File: src/rtl/axis_to_ram.sv
// Captures one AXI-Stream packet into a DEPTH-word RAM, then closes the sink and flags done until re-armed.
// Read port is synchronous with 1-cycle latency; beats beyond DEPTH are dropped and flagged as overflow.
module axis_to_ram #(
  parameter int AXIS_BYTES = 1,
  parameter int DEPTH      = 2,
  localparam int W  = AXIS_BYTES * 8,
  localparam int AW = $clog2(DEPTH),
  localparam int LW = $clog2(DEPTH + 1)
) (
  input  logic          clk,
  input  logic          sresetn,
  output logic          axis_tready,
  input  logic          axis_tvalid,
  input  logic          axis_tlast,
  input  logic [W-1:0]  axis_tdata,
  input  logic          rearm,
  input  logic [AW-1:0] rd_addr,
  output logic [W-1:0]  rd_data,
  output logic          done,
  output logic          overflow,
  output logic [LW-1:0] length
);

  typedef enum logic [1:0] {
    CAPTURE,
    DISCARD,
    DONE
  } state_t;

  localparam logic [LW-1:0] LAST_PTR  = LW'(DEPTH - 1);
  localparam logic [AW:0]   DEPTH_EXT = (AW + 1)'(DEPTH);

  state_t        state, state_nxt;
  logic [LW-1:0] wr_ptr, wr_ptr_nxt;
  logic          overflow_nxt;
  logic          beat;
  logic          mem_we;
  logic [W-1:0]  mem [DEPTH];

  // Ready depends only on registered state, never on tvalid.
  assign axis_tready = sresetn && (state != DONE);
  assign beat        = axis_tvalid && axis_tready;
  assign done        = (state == DONE);
  assign length      = wr_ptr;

  always_ff @(posedge clk) begin
    if (!sresetn) begin
      state    <= CAPTURE;
      wr_ptr   <= '0;
      overflow <= 1'b0;
    end else begin
      state    <= state_nxt;
      wr_ptr   <= wr_ptr_nxt;
      overflow <= overflow_nxt;
    end
  end

  always_comb begin
    state_nxt    = state;
    wr_ptr_nxt   = wr_ptr;
    overflow_nxt = overflow;
    mem_we       = 1'b0;
    case (state)
      CAPTURE: begin
        if (beat) begin
          mem_we     = 1'b1;
          wr_ptr_nxt = wr_ptr + 1'b1;
          if (axis_tlast) begin
            state_nxt = DONE;
          end else if (wr_ptr == LAST_PTR) begin
            state_nxt = DISCARD;
          end
        end
      end
      DISCARD: begin
        if (beat) begin
          overflow_nxt = 1'b1;
          if (axis_tlast) begin
            state_nxt = DONE;
          end
        end
      end
      DONE: begin
        if (rearm) begin
          state_nxt    = CAPTURE;
          wr_ptr_nxt   = '0;
          overflow_nxt = 1'b0;
        end
      end
      default: state_nxt = CAPTURE;
    endcase
  end

  // Writes only happen in CAPTURE, where wr_ptr is always below DEPTH.
  always_ff @(posedge clk) begin
    if (mem_we) begin
      mem[wr_ptr[AW-1:0]] <= axis_tdata;
    end
  end

  always_ff @(posedge clk) begin
    if (!sresetn) begin
      rd_data <= '0;
    end else if ({1'b0, rd_addr} < DEPTH_EXT) begin
      rd_data <= mem[rd_addr];
    end else begin
      rd_data <= '0;
    end
  end

endmodule

File: config.mk
export PLATFORM = sky130hd
export DESIGN_NAME = axis_to_ram
export DESIGN_NICKNAME = d
export VERILOG_FILES = /design/src/rtl/axis_to_ram.sv
export SDC_FILE = /design/constraint.sdc
export NUM_CORES = 1
export LEC_CHECK = 0
export ABC_AREA = 1
export CORE_MARGIN = 1
export CORE_UTILIZATION = 44
export CTS_BUF_LIST = sky130_fd_sc_hd__clkbuf_8
export DETAILED_ROUTE_END_ITERATION = 8
export GPL_ROUTABILITY_DRIVEN = 0
export PLACE_DENSITY = 0.76
export SLEW_MARGIN = 20
export SYNTH_ARGS = -nofsm -noshare
export SYNTH_HDL_FRONTEND = slang
export SYNTH_SLANG_ARGS = --single-unit
File: constraint.sdc
create_clock -name clk -period 1.5 [get_ports clk]
set_input_delay 0.3 -clock clk [delete_from_list [all_inputs] [get_ports clk]]
set_output_delay 0.3 -clock clk [all_outputs]
set_load 0.02 [all_outputs]
==> results of run 1 <==
-- metal layers --
layer,up-vias,track usage,wire length [um]
met3,6,0.07440,117
met5,-,0,0
met1,368,0.1900,847
li1,418,-,-
met2,32,0.2873,1024
met4,0,0.08333,25
-- registers in the layout, indices dropped and copies added, names as in the netlist --
name / count
length: 2
mem: 16
overflow: 1
rd_data: 8
state: 2
-- synth_stat cells --
library cell / instances / area, sq um
sky130_fd_sc_hd__a21oi_1: 3 / 15.01
sky130_fd_sc_hd__and2_1: 1 / 6.260
sky130_fd_sc_hd__buf_2: 1 / 5.000
sky130_fd_sc_hd__dfxtp_1: 13 / 260.3
sky130_fd_sc_hd__edfxtp_1: 16 / 480.5
sky130_fd_sc_hd__ha_1: 1 / 12.51
sky130_fd_sc_hd__inv_1: 8 / 30.03
sky130_fd_sc_hd__inv_2: 1 / 3.750
sky130_fd_sc_hd__nand2_1: 9 / 33.78
sky130_fd_sc_hd__nand3_1: 6 / 30.03
sky130_fd_sc_hd__nand4_1: 1 / 6.260
sky130_fd_sc_hd__nor2_1: 27 / 101.4
sky130_fd_sc_hd__nor2_2: 1 / 6.260
sky130_fd_sc_hd__o211ai_1: 1 / 7.510
sky130_fd_sc_hd__o21a_1: 2 / 15.01
sky130_fd_sc_hd__o21ai_0: 8 / 40.04
-- layout make-up --
type	instances	area share
Sequential cell	29	0.4778
Timing Repair Buffer	38	0.2357
Multi-Input combinational cell	60	0.1768
Clock buffer	7	0.06215
Tap cell	28	0.02260
Inverter	9	0.02179
Clock inverter	1	0.003228
-- kinds of logic (layout without fill, tap and decap cells) --
| logic type | count (synthesis) | count (layout) | synth area share |
|---|---|---|---|
| buffers and inverters | 10 | 55 | 0.03681 |
| AO/OA/AOI/OAI | 14 | 14 | 0.07363 |
| flip-flops | 29 | 29 | 0.7031 |
| adder cells (fa/ha/maj) | 1 | 1 | 0.01187 |
| AND/OR/NAND/NOR | 45 | 45 | 0.1746 |
-- repair_timing --
action	4_1_cts	5_1_grt
gates resized for setup	6	12
buffers inserted	0	2
hold endpoints to repair	0	0
pin swaps	0	1
setup endpoints to repair	3	21
-- through the flow --
| step | setup WS [ns] | setup TNS (ns) | instance area (sq um) | utilization | power, uW |
|---|---|---|---|---|---|
| global route | 0.005280 | 0 | 1550 | 0.6941 | 1914 |
| floorplan | 0.1448 | 0 | 1054 | - | 1034 |
| global placement | -0.3590 | -4.158 | 1419 | 0.6353 | 1162 |
| CTS | 0.001418 | 0 | 1513 | 0.6773 | 1844 |
| finish | 0.04202 | 0 | 1550 | 0.6941 | 1839 |
| detailed placement | -0.3658 | -4.403 | 1419 | 0.6353 | 1170 |
-- worst paths after layout --
kind	start	to	slack [ns]	cells past startpoint
hold reg to reg	mem[1][6]$_DFFE_PP_	rd_data[6]$_SDFF_PN0_	0.46	2
hold / removal	mem[1][6]$_DFFE_PP_	rd_data[6]$_SDFF_PN0_	0.46	2
setup / recovery	rd_data[5]$_SDFF_PN0_	rd_data[5]	0.04	1
setup reg to reg	state[1]$_SDFFE_PN0P_	mem[0][6]$_DFFE_PP_	0.20	5
-- power by group through the flow --
stage	combinational [uW]	clock (uW)	sequential, uW
finish	263	681	896
global route	284	730	900
CTS	254	693	897
detailed placement	256	0	914
global placement	250	0	912
floorplan	96.8	0	937
-- worst reg2reg max path, delay by kind of cell (launching register included) --
| kind | cells | cell delay (ns) |
|---|---|---|
| buffers and inverters | 3 | 0.41 |
| flip-flops | 1 | 0.31 |
| AND/OR/NAND/NOR | 2 | 0.29 |
==> results, run 1 <==
- The final cycle utilization of the critical path is 0.9720.
- The required time of the worst setup path is 1.20 ns.
- The clock passes through at most 2 buffers.
- Each instance of the synthesized netlist takes up on average 10.64 sq um.
- The switching power is 418.3 uW.
- In this run the horizontal extent of the chip is 50.93 um.
- The final max-slew violation count was 0.
- The via count of the first global-routing pass is 759.
- At the pin with the least slew margin, the transition time is 0.2608 ns.
- Yosys printed 0 warnings.
- In this run, CTS created clock tree buffers numbering 5.
- The final non-filler cell total is 172.
- The portion of total power attributed to the clock network is 0.370.
- The total global routing track utilization is 0.1738.
- The combinational cell fraction of total power is 0.143.
- The design internal power is 1421 uW.
- The register bit total from synthesis is 29.
- Of all nets on the critical path, the largest fanout is 1.
- In this run the core area contains 17 standard-cell rows.
- The flow ran to the end, and the final reports show no timing, DRC or antenna violations.
- The number of hold-repair buffers added at the cts stage is 0.
- For this configuration, the core starts out at a cell density of 0.4717.
- Of the total power, the share spent switching nets is 0.2274.
- The total core area is 2233 sq um.
- Entering global routing, the biggest net connects 15 pins.
- The net count of the finished layout is 158.
- The analysis attributes to cell leakage a power of 0.0007504 uW.
- Clock tree synthesis found a total of 29 sinks.
- 0 antenna diodes ended up in the layout.
- The DRC violation count after routing is 0.
- TritonCTS built the clock tree.
- The per-cell via count in the routed design is 4.791.
- The worst hold slack across all endpoints is 0.4649 ns.
- The H-tree depth reported by CTS is 2.
- The setup path with the least slack is of type flip-flop to primary output.
- The first TritonRoute pass finished after 5 iterations.
- STA puts the critical path data arrival time at 1.16 ns.
- Setup violations remaining at the end of the flow were counted as 0.
- Clock-pin slew was measured on the worst setup and hold paths at 0.06 ns.
- In this run the power density over the cells is 1187 nW/um^2.
- Leaving out fill and tap cells, the most frequent cell in the layout is sky130_fd_sc_hd__nor2_1.
- The cell chosen for the clock root is sky130_fd_sc_hd__clkbuf_8.
- The die area is 2594 sq um.
- The number of buffers and inverters on the critical path is 1.
- Registers take 740.7 sq um.
- The post-detailed-routing wire length is 2014 um.
- Of the total power, registers draw 0.487.
- Global routing finished with a remaining overflow of 0.
- Subtracting the final worst setup slack from the clock period gives 1.458 ns.
- The number of antenna violations at the first check in global routing is 0.
- The signed area change from the synthesized netlist to the final layout is 47.15%.
- The number of distinct library cells after synthesis is 16.
- In the final layout, the share of cells above drive strength 1 is 0.1667.
- The number of maximum-capacitance violations is 0.
- The clock skew after layout is 0.006866 ns.
- The category of cells accounting for the largest share of critical-path delay is buffers and inverters.
- The residual antenna-violating net count after detailed routing is 0.
- The multi-input combinational cell area is 274.0 sq um.
- Setup repair after global routing left no endpoint under its margin.
- After legalization and detailed placement, the total HPWL measured 1366 um.
- The detailed-route wire length per cell is 11.71 um.
- In this run the tightest slew margin relative to its limit is 0.8260.
- During placement, the flow inserted port buffers numbering 26.
- The share of the Yosys chip area taken by registers is 0.7031.
- In the layout the commonest cells are sky130_fd_sc_hd__nor2_1 (27), sky130_fd_sc_hd__edfxtp_1 (16), sky130_fd_sc_hd__clkdlybuf4s50_1 (15).
- The highest cell delay on the worst timing path is 0.59 ns.
- Counting tap cells, the placed design contains a total of 162 instances.
- The number of DRC markers after the initial detailed-route iteration is 25.
- VDD sags by at most 0.001048 V.
- Pin placement for this block handled 27 I/O pins.
- The worst setup path is launched from a flip-flop.
- The net count of the mapped netlist is 114.
- The routed layout has 824 vias.
- The number of fill cells is 174.
- The signal on the critical path passes through clkdlybuf4s50_1.
- After synthesis the cells add up to 1054 sq um.
- Static timing analysis puts the maximum clock frequency at 685.9 MHz.
- The insertion delay to the later sink of the worst-skew pair is 0.27 ns.
- In this run the worst hold path is classified as flip-flop to flip-flop.
- The y dimension of the die is 50.93 um.
- The capturing element type of the critical path is a primary output.
- The count of final hold-check violations is 0.
- The first global-routing pass estimated 3187 um of wire.
- The number of instances in the synthesized netlist is 99.
- The library cell contributing the largest single delay on the critical path is sky130_fd_sc_hd__clkdlybuf4s50_1.
(Power assumes the default switching activity.)
==> inputs of run 2 (changes only) <==
--- a/config.mk
+++ b/config.mk
@@ -6,11 +6,12 @@
 export NUM_CORES = 1
 export LEC_CHECK = 0
 export ABC_AREA = 1
-export CORE_MARGIN = 1
+export CORE_MARGIN = 2
 export CORE_UTILIZATION = 44
 export CTS_BUF_LIST = sky130_fd_sc_hd__clkbuf_8
 export DETAILED_ROUTE_END_ITERATION = 8
 export GPL_ROUTABILITY_DRIVEN = 0
+export GPL_TIMING_DRIVEN = 0
 export PLACE_DENSITY = 0.76
 export SLEW_MARGIN = 20
 export SYNTH_ARGS = -nofsm -noshare
==> results, run 2 (synthesized netlist as in run 1, its figures left out) <==
- The flip-flop count of the largest register, all copies and words added is 16 (unchanged).
- The number of fill cells was 201 (+16%).
- The instance area at placement is 1349 sq um (-4.9%).
- The clock transition at the registers of the reported paths is 0.05 ns (about the same).
- The count of final hold-check violations is 0 (unchanged).
- On the critical path the largest part of the delay comes from simple AND/OR/NAND/NOR gates.
- The x dimension of the die is 52.93 um (+3.9%).
- The total core area came to 2233 sq um (unchanged).
- The DRC violation count after routing is 0 (unchanged).
- The total clock buffers created by CTS came to 5 (unchanged).
- The per-cell via count in the routed design is 4.820 (+0.61%).
- The signed area change from the synthesized netlist to the final layout is 35.27%.
- The number of maximum-capacitance violations was 0 (unchanged).
- The detailed-route wire length per cell is 12.20 um (+4.2%).
- The setup path with the least slack is of type input port to flip-flop.
- The most frequent standard cell in the layout excluding fill and tap cells is sky130_fd_sc_hd__nor2_1.
- The fraction of layout instances using a drive strength above 1 came to 0.09774 (-0.06892).
- The detailed placement HPWL is 1381 um (+1.0%).
- The worst hold slack across all endpoints came to 0.4614 ns (-0.003551 ns).
- The number of nets in the finished design is 147 (-7.0%).
- The library cell contributing the largest single delay on the critical path is sky130_fd_sc_hd__clkdlybuf4s50_1.
- The worst slew margin relative to its limit was 0.6981 (-0.1278).
- The signal arrival time at the worst endpoint is 1.48 ns (+0.32 ns).
- The maximum number of buffers from clock root to sink is 2 (unchanged).
- The worst setup path is launched from an input port.
- The number of placement rows is 17 (unchanged).
- The total stage count of the critical path is 3 (+2).
- The largest fanout of any net on the critical path is 9 (+8).
- The total global routing track utilization is 0.1750 (+0.001271).
- The core occupancy in the finished layout came to 0.6381 (-0.05602).
- The final cycle utilization of the critical path came to 1.040 (+0.06788).
- The number of buffers added on ports was 26 (unchanged).
- The number of hold-repair buffers added at the cts stage is 0 (unchanged).
- The insertion delay to the later sink of the worst-skew pair is 0.28 ns (about the same).
- The final max-slew violation count is 0 (unchanged).
- The placement-stage worst setup slack is -0.6204 ns (-0.2545 ns).
- The number of DRC markers after the initial detailed-route iteration is 20 (-20%).
- The wire length of the first global-routing pass is 3256 um (+2.2%).
- The final reports fail on setup timing.
- The residual antenna-violating net count after detailed routing came to 0 (unchanged).
- The y dimension of the die is 52.93 um (+3.9%).
- The maximum ir drop on the vdd rail is 0.0008896 V (-15%).
- The clock skew after layout is 0.009315 ns (+0.002448 ns).
- TritonCTS built the clock tree.
- The capturing element type of the critical path is a flip-flop.
- The via total after detailed routing came to 776 (-5.8%).
- In this run the most critical hold path is launched from overflow$_SDFFE_PN0P_.
- The total inserted antenna cells is 0 (unchanged).
- The worst register-to-register path begins at state[1]$_SDFFE_PN0P_.
- The pin slew with the least headroom to its limit is 0.4523 ns (+0.1915 ns).
- The most critical setup path has its startpoint at axis_tvalid.
- The initial cell density of the core is 0.4717 (unchanged).
- The number of clock sinks was 29 (unchanged).
- Walking the worst path, the cells encountered are clkdlybuf4s50_1 > nand4_1 > nor2_2.
- The first-pass iteration count of the detailed router is 4 (-1).
- The post-detailed-routing wire length is 1964 um (-2.5%).
- The maximum number of pins on one net before global-route repair came to 11 (-4).
- The flow ran to the end, but the final reports show violations.
- The total grt overflow is 0 (unchanged).
- The required time of the worst setup path came to 1.42 ns (+0.22 ns).
- The minimum setup slack in the final design was -0.05980 ns (-0.1018 ns).
- The buffer and inverter count on the worst path is 1 (unchanged).
- The die area is 2802 sq um (+8.0%).
- The cell chosen for the clock root is sky130_fd_sc_hd__clkbuf_8.
- The number of antenna violations at the first check in global routing is 0 (unchanged).
- The highest cell delay on the worst timing path is 0.51 ns (-0.08 ns).
- The post-layout instance area came to 1425 sq um (-8.1%).
- In the layout the commonest cells are sky130_fd_sc_hd__nor2_1 (25), sky130_fd_sc_hd__edfxtp_1 (16), sky130_fd_sc_hd__clkdlybuf4s50_1 (12), sky130_fd_sc_hd__dfxtp_1 (12), sky130_fd_sc_hd__inv_1 (10).
- The final critical path time including I/O delays and setup came to 1.560 ns (+0.1018 ns).
- The total power per unit cell area is 1180 nW/um^2 (-0.53%).
- In this run the worst hold path is classified as flip-flop to flip-flop.
- The top-level I/O count was 27 (unchanged).
- The leakage dissipation was 0.0006460 uW (-14%).
- The H-tree depth reported by CTS came to 2 (unchanged).
- Setup repair after global routing could not meet its margin everywhere.
- The worst reg-to-reg path cell count is 3 (-2).
- The final number of setup-violating endpoints was 16 (+16).
- The worst hold path cell count came to 2 (unchanged).
- The via count of the first global-routing pass is 765 (+0.79%).
- The peak clock frequency supported by timing is 641.1 MHz (-6.5%).
-- run 2: what timing repair did --
action	CTS	global route
endpoints found under the setup margin	26	23
cloned	0	0
resized for setup	16	6
setup buffers	0	0
-- run 2: final timing paths --
path                           endpoint  slack, ns
setup / recovery    mem[0][0]$_DFFE_PP_      -0.06
hold / removal    overflow$_SDFFE_PN0P_       0.46
setup reg to reg    mem[0][0]$_DFFE_PP_       0.04
hold reg to reg   overflow$_SDFFE_PN0P_       0.46
-- run 2: tightest hold or removal path, stage by stage (launching register included) --
cell	delay (ns)
sky130_fd_sc_hd__dfxtp_1	0.30
sky130_fd_sc_hd__nand2_1	0.06
sky130_fd_sc_hd__a21oi_1	0.06
-- run 2: per-layer routing --
| layer | track usage | routed length, um | up-vias |
|---|---|---|---|
| li1 | - | - | 395 |
| met1 | 0.1848 | 796 | 353 |
| met2 | 0.2792 | 1044 | 23 |
| met3 | 0.08757 | 99 | 5 |
| met4 | 0.1026 | 23 | 0 |
| met5 | 0 | 0 | - |
-- run 2: through the flow --
step	std cells	setup TNS (ns)	power, uW
after floorplan	99	0	1034
after global placement	153	-10.28	1134
after detailed placement	153	-11.00	1144
after CTS	161	-0.9176	1707
after global routing	161	-1.873	1758
final	161	-0.8654	1682
-- run 2: layout make-up --
class,instances,area (sq um),area share
Tap cell,28,35.03,0.02458
Timing Repair Buffer,26,250.2,0.1756
Multi-Input combinational cell,60,279.0,0.1958
Clock buffer,5,68.82,0.04829
Buffer,1,5.005,0.003512
Inverter,9,33.78,0.02370
Clock inverter,3,11.26,0.007902
Sequential cell,29,742.0,0.5206
-- run 2: where the power goes --
group          internal, uW  switching (uW)
sequential              884            16.2
clock                   308             259
combinational          89.5             125
total                  1280             401
